--- src/rtl/btb_2way_predictor.sv ---
// Two-way set-associative branch target buffer with 2-bit direction counters
// and per-set LRU replacement; combinational lookup, single training port.
module btb_2way_predictor #(
  parameter int         SET_BITS = 5,
  parameter int         PC_BITS  = 11,
  parameter int         TAG_BITS = PC_BITS - SET_BITS,
  parameter logic [1:0] CNT_INIT = 2'b10
) (
  input  logic               clk,
  input  logic               rst,
  input  logic [PC_BITS-1:0] pc_fetch,
  input  logic               wr_enable,
  input  logic [PC_BITS-1:0] new_pc_fetch,
  input  logic [PC_BITS-1:0] new_pc_target,
  input  logic               new_taken,
  input  logic               flush,
  output logic               hit,
  output logic               hit_way,
  output logic               predict_taken,
  output logic [PC_BITS-1:0] pc_target_prediction
);

  localparam int SETS = 1 << SET_BITS;

  function automatic logic [1:0] cnt_inc(input logic [1:0] c);
    cnt_inc = (c == 2'b11) ? 2'b11 : c + 2'b01;
  endfunction

  function automatic logic [1:0] cnt_dec(input logic [1:0] c);
    cnt_dec = (c == 2'b00) ? 2'b00 : c - 2'b01;
  endfunction

  logic [1:0][SETS-1:0] valid_q, valid_d;
  logic [SETS-1:0]      lru_q, lru_d;
  logic [TAG_BITS-1:0]  tag_q [2][SETS];
  logic [TAG_BITS-1:0]  tag_d [2][SETS];
  logic [PC_BITS-1:0]   tgt_q [2][SETS];
  logic [PC_BITS-1:0]   tgt_d [2][SETS];
  logic [1:0]           cnt_q [2][SETS];
  logic [1:0]           cnt_d [2][SETS];

  logic [SET_BITS-1:0]  rd_idx_s, wr_idx_s;
  logic [TAG_BITS-1:0]  rd_tag_s, wr_tag_s;
  logic [1:0]           rd_match_s, wr_match_s;
  logic                 wr_way_s, victim_s;

  assign rd_idx_s = pc_fetch[SET_BITS-1:0];
  assign rd_tag_s = pc_fetch[PC_BITS-1:SET_BITS];
  assign wr_idx_s = new_pc_fetch[SET_BITS-1:0];
  assign wr_tag_s = new_pc_fetch[PC_BITS-1:SET_BITS];

  // Tag compare for both the fetch lookup and the training port
  always_comb begin
    for (int w = 0; w < 2; w++) begin
      rd_match_s[w] = valid_q[w][rd_idx_s] && (tag_q[w][rd_idx_s] == rd_tag_s);
      wr_match_s[w] = valid_q[w][wr_idx_s] && (tag_q[w][wr_idx_s] == wr_tag_s);
    end
  end

  // Fetch-side prediction; way 0 wins should both ways ever match
  always_comb begin
    hit                  = |rd_match_s;
    hit_way              = 1'b0;
    predict_taken        = 1'b0;
    pc_target_prediction = {PC_BITS{1'b0}};
    if (rd_match_s[0]) begin
      predict_taken        = cnt_q[0][rd_idx_s][1];
      pc_target_prediction = tgt_q[0][rd_idx_s];
    end else if (rd_match_s[1]) begin
      hit_way              = 1'b1;
      predict_taken        = cnt_q[1][rd_idx_s][1];
      pc_target_prediction = tgt_q[1][rd_idx_s];
    end else begin
      hit_way              = 1'b0;
    end
  end

  // Hit way on the training port and replacement victim (first invalid, else LRU)
  always_comb begin
    wr_way_s = wr_match_s[0] ? 1'b0 : 1'b1;
    if (!valid_q[0][wr_idx_s]) begin
      victim_s = 1'b0;
    end else if (!valid_q[1][wr_idx_s]) begin
      victim_s = 1'b1;
    end else begin
      victim_s = lru_q[wr_idx_s];
    end
  end

  // Next-state for training; flush overrides and drops a same-cycle update
  always_comb begin
    valid_d = valid_q;
    lru_d   = lru_q;
    tag_d   = tag_q;
    tgt_d   = tgt_q;
    cnt_d   = cnt_q;
    if (flush) begin
      valid_d = '0;
      lru_d   = '0;
    end else if (wr_enable) begin
      if (|wr_match_s) begin
        if (new_taken) begin
          cnt_d[wr_way_s][wr_idx_s] = cnt_inc(cnt_q[wr_way_s][wr_idx_s]);
          tgt_d[wr_way_s][wr_idx_s] = new_pc_target;
        end else begin
          cnt_d[wr_way_s][wr_idx_s] = cnt_dec(cnt_q[wr_way_s][wr_idx_s]);
        end
        lru_d[wr_idx_s] = ~wr_way_s;
      end else if (new_taken) begin
        valid_d[victim_s][wr_idx_s] = 1'b1;
        tag_d[victim_s][wr_idx_s]   = wr_tag_s;
        tgt_d[victim_s][wr_idx_s]   = new_pc_target;
        cnt_d[victim_s][wr_idx_s]   = CNT_INIT;
        lru_d[wr_idx_s]             = ~victim_s;
      end else begin
        lru_d = lru_q;
      end
    end else begin
      lru_d = lru_q;
    end
  end

  // Valid and LRU bits are the only reset state
  always_ff @(posedge clk or posedge rst) begin
    if (rst) begin
      valid_q <= '0;
      lru_q   <= '0;
    end else begin
      valid_q <= valid_d;
      lru_q   <= lru_d;
    end
  end

  // Payload storage is don't-care while invalid, so it carries no reset
  always_ff @(posedge clk) begin
    tag_q <= tag_d;
    tgt_q <= tgt_d;
    cnt_q <= cnt_d;
  end

endmodule
--- config.mk ---
export PLATFORM = sky130hd
export DESIGN_NAME = btb_2way_predictor
export DESIGN_NICKNAME = d
export VERILOG_FILES = /design/src/rtl/btb_2way_predictor.sv
export SDC_FILE = /design/constraint.sdc
export NUM_CORES = 2
export LEC_CHECK = 0
export ABC_AREA = 1
export BUFFER_PORTS_ARGS = -buffer_cell sky130_fd_sc_hd__buf_2
export CAP_MARGIN = 5
export CORE_MARGIN = 2
export CORE_UTILIZATION = 30
export CTS_CLUSTER_DIAMETER = 150
export DETAILED_ROUTE_END_ITERATION = 7
export GPL_TIMING_DRIVEN = 0
export REMOVE_ABC_BUFFERS = 1
export SYNTH_ARGS = -nofsm -noshare
export SYNTH_HDL_FRONTEND = slang
export SYNTH_SLANG_ARGS = --single-unit
--- constraint.sdc ---
create_clock -name clk -period 5.71 [get_ports clk]
set_clock_uncertainty 0.05 [all_clocks]
set_input_delay 0.571 -clock clk [delete_from_list [all_inputs] [get_ports clk]]
set_output_delay 0.571 -clock clk [all_outputs]
set_load 0.01 [all_outputs]
== Word level (Yosys, flattened, before mapping) ==
Cells that the tools add are included.

* Memories kept: 0
* Register bits after elaboration: 1312
* RAM bits: 0
* Bits in latches: 0
* Input bits: 38
* Bits in read-only memories: 0
* Output and inout port bits: 14

* $add $sub $neg: 2
* Reduce and logical (&&, ||, !) cells: 21
* Multiplexer cells: 92
* Magnitude comparators: 12
* Eq/ne operators: 6
* $mul: 0
* Div/mod/pow operators: 0
* Bitwise gates (word level): 11
* Shift operators: 0

{| class="wikitable"
|+ Operators by type and width
! kind !! number
|-
| $mux 704 || 3
|-
| $bwmux 704 || 2
|-
| $demux 352 s1 || 2
|-
| $mux 352 || 2
|-
| $mux 64 || 9
|-
| $bwmux 384 || 1
|-
| $mux 128 || 3
|-
| $bwmux 128 || 2
|-
| $demux 192 s1 || 1
|-
| $mux 192 || 1
|-
| $mux 32 || 5
|-
| $demux 64 s1 || 2
|-
| $or 64x64->64 || 2
|-
| $bmux 6 s5 || 4
|-
| $bmux 11 s5 || 2
|-
| $mux 11 || 7
|-
| $and 64x64->64 || 1
|-
| $bwmux 32 || 2
|-
| $not 64->64 || 1
|-
| $demux 11 s5 || 1
|-
| $mux 6 || 9
|-
| $demux 32 s1 || 1
|-
| $bmux 2 s5 || 3
|-
| $demux 6 s5 || 1
|-
| other kinds (29) || 77
|}

== Depth between registers and ports, before layout ==
* Depth after elaboration: 19
* Mapped depth: 32
* Mapped depth without buffers: 26

== Least setup slack after synthesis ==
OpenSTA, ideal clock, no wires.

* Path type: input -> register
* Start point: input port new_pc_fetch[1]
* End point: register tgt_q[110] (netlist bit), enable pin
* Arrival: 3.629 ns
* Required time: 5.267 ns
* Stages: 17
* Slack: 1.638 ns
* Cells stage by stage: buf_2 > nand2_2 > inv_2 > buf_2 > buf_1 > a22oi_1 > a21oi_1 > nor4_1 > nand2_1 > nand2_1 > nand2_1 > nor3_1 > nand4_1 > nand2_1 > buf_2 > nor2_1 > nor3_1

{| class="wikitable"
|+ RTL lines
! element !! RTL line !! source
|-
| from (decl) || 13 || <nowiki>input logic [PC_BITS-1:0] new_pc_fetch,</nowiki>
|-
| to (signal assigned) || 137 || <nowiki>tgt_q <= tgt_d;</nowiki>
|-
| to (decl) || 37 || <nowiki>logic [PC_BITS-1:0] tgt_q [2][SETS];</nowiki>
|}

==> reports/metrics.cfg <==
[drt]
vias=55670
wl_per_cell_um=24.5
drcViolationCount=0
drt_iter0_drc=8546
final_antenna_net_count=0
dr.pass1.iters=6
drt-vias-per-instance=5.69
routed_wl_um=240000

[floorplanning]
die_w_um=471
die_area_um2=222000
row_count=171
start_util_pct=30.1
num_io_pins=52
die_h_um=471
coreArea_um2=217000

[critical_path]
critPathArrivalTime_ns=6.22
cp-startpoint=new_pc_fetch[0]
r2r-start=valid_q[23]
critPathKind=input pin to register
cp-start-kind=input pin
end_kind=register
cp.required_ns=6.13
path_max_fanout=105

[clock_tree]
h-tree-depth=4
clockBufferDepth=3
cts_buffers=139
clkLatencyLatePin_ns=0.80
cts.sinks=1312
tritoncts=built
cts_root_buf=clkbuf_16
clk_pin_slew_ns=0.06

[final_layout]
final_cells=9788
finish.net_count=6858
final_util_pct=34.1
final_cell_mix=nand2_1 (1465), edfxtp_1 (1216), nor2_1 (1190)
area_growth_pct=13.2
layout_commonest_cell=nand2_1
drive_above_1_share_pct=7.62

[timing]
fin_crit_ns=5.80
worstMarginPinSlew_ns=1.42
tns_ns=-0.827
hold_viol=0
relSlewSlack_pct=5.29
drv_slew=0
setup-violations-final=10
fin_ws_ns=-0.0924
final.period_utilization_pct=102
fmax_mhz=172

[min_path]
hold_start=new_pc_target[4]
hp-class=input pin to register

[pwr]
ir_drop_uv=217
pwr_density_cell_nw_per_um2=293
leakage_uw=0.0272
finalPower_uw=21700

[global_routing]
grt-busiest-layer=met2
first_global_vias=51767
grtUsageTotal_pct=20.7
use_met3_pct=5.01
grt_pass1_wl_um=346000
use_met2_pct=30.9
overflow=0
grt.met1_usage_pct=28.2
grt_antenna_before_repair=16
grt_start_max_net_pins=137

[yosys]
ys_types=50
ys_seq_elements=1312
synthCells=7112
yosysWarnings=0
synth_edf_count=1216
synth_flop_cell=edfxtp_1
synthArstFlopShare_pct=7.32
yosysSeqAreaShare_pct=59.5
avgSynthCellArea_um2=9.19
syn_area_um2=65400

[run]
drv_cap=0

[placement]
place_inst=9489
port_buffers=51
dpl.hpwl_um=143000
gp_routability_congestion=0.874
place_ws_ns=-2.79

[outcome]
violations=negative setup slack
status=finished with violations

[critical path, stage by stage]
cell      delay (ns)
buf_6           0.32
inv_16          0.24
nand2_8         0.29
inv_4           0.21
buf_16          0.28
a22oi_1         0.21
a21oi_1         0.23
a2111o_1        0.47
nor4_1          0.34
nand2_1         0.27
nand2_8         0.44
nand2_1         0.44
o21ai_2         0.53
nand2_1         0.21
nor2_1          0.59
buf_4           0.34
[layout make-up]
type | instances | area, um^2
Antenna cell | 3 | 7.51
Clock buffer | 177 | 3730
Clock inverter | 75 | 669
Fill cell | 21877 | 143000
Inverter | 348 | 1410
Multi-Input combinational cell | 4848 | 23100
Sequential cell | 1312 | 38900
Tap cell | 2854 | 3570
Timing Repair Buffer | 170 | 2620
Timing Repair inverter | 1 | 8.76
[power by group]
part           switching, uW  total (uW)  internal (uW)
Combinational           1590        2110            523
Clock                   3980        9060           5080
Sequential              19.5       10500          10500
Total                   5580       21700          16100
[path summary, 6_finish.rpt]
path	endpoint	slack (ns)	cells past startpoint
worst min-delay path	tgt_q[675]	0.09	3
worst max-delay path	tgt_q[555]	-0.09	16
min in group asynchronous	valid_q[26]	0.37	3
worst min register to register	lru_q[26]	0.45	2
max in group asynchronous	valid_q[47]	4.50	4
worst max register to register	cnt_q[45]	0.78	27
[cell usage after synthesis (21+ instances only)]
master	n	area (um^2)
o211ai_1	42	315
buf_2	158	791
a22oi_1	151	1130
a21oi_1	366	1830
dfrtp_1	96	2400
clkbuf_1	382	1430
nand3_1	189	946
edfxtp_1	1216	36500
a221oi_1	24	210
o21ai_1	94	470
o221ai_1	121	1060
inv_2	21	78.8
o22ai_1	143	895
buf_1	28	105
nor3_1	307	1540
inv_1	316	1190
nor2_1	1236	4640
nand2_1	1471	5520
o21ai_0	572	2860
buf_6	22	248
[per-stage QoR]
step	cell area (um^2)	hold slack, ns
2_1_floorplan	62700	0.404
3_3_place_gp	66500	0.422
3_5_place_dp	68400	0.430
4_1_cts	73500	0.0421
5_1_grt	74000	0.0917
6_report	74000	0.0850
[state kept, by name, summed over array words and instances, names as in the netlist]
name,cells
valid_q,64
tag_q,384
tgt_q,704
cnt_q,128
lru_q,32
[repair_timing]
item                                     CTS  global route
pin swaps                                  5             9
gates resized for setup                   99            39
hold buffers                               1             0
cloned                                    11             4
endpoints found under the setup margin  2055           862
endpoints found under the hold margin     31             0
buffers inserted                           6            13
[kinds of logic (layout without fill, tap and decap cells)]
| family | Yosys count | in the layout | share of synthesized area, % |
|---|---|---|---|
| AOI/OAI and AO/OA | 1592 | 1592 | 14.5 |
| xor gates and xnor gates | 7 | 7 | 0.0938 |
| buffers and inverters | 954 | 771 | 6.13 |
| DFF | 1312 | 1312 | 59.5 |
| other | 0 | 3 | 0 |
| and+or+nand+nor | 3247 | 3249 | 19.8 |
[metal layers]
metal / part of all wire, % / vias up / routed length (um)
met5: 0.13 / - / 323
met4: 4.7 / 20 / 11300
met3: 13 / 593 / 30100
met2: 44 / 3782 / 105000
met1: 39 / 27066 / 93700
li1: - / 24209 / -
No activity file was read; power rests on OpenSTA's default activity.
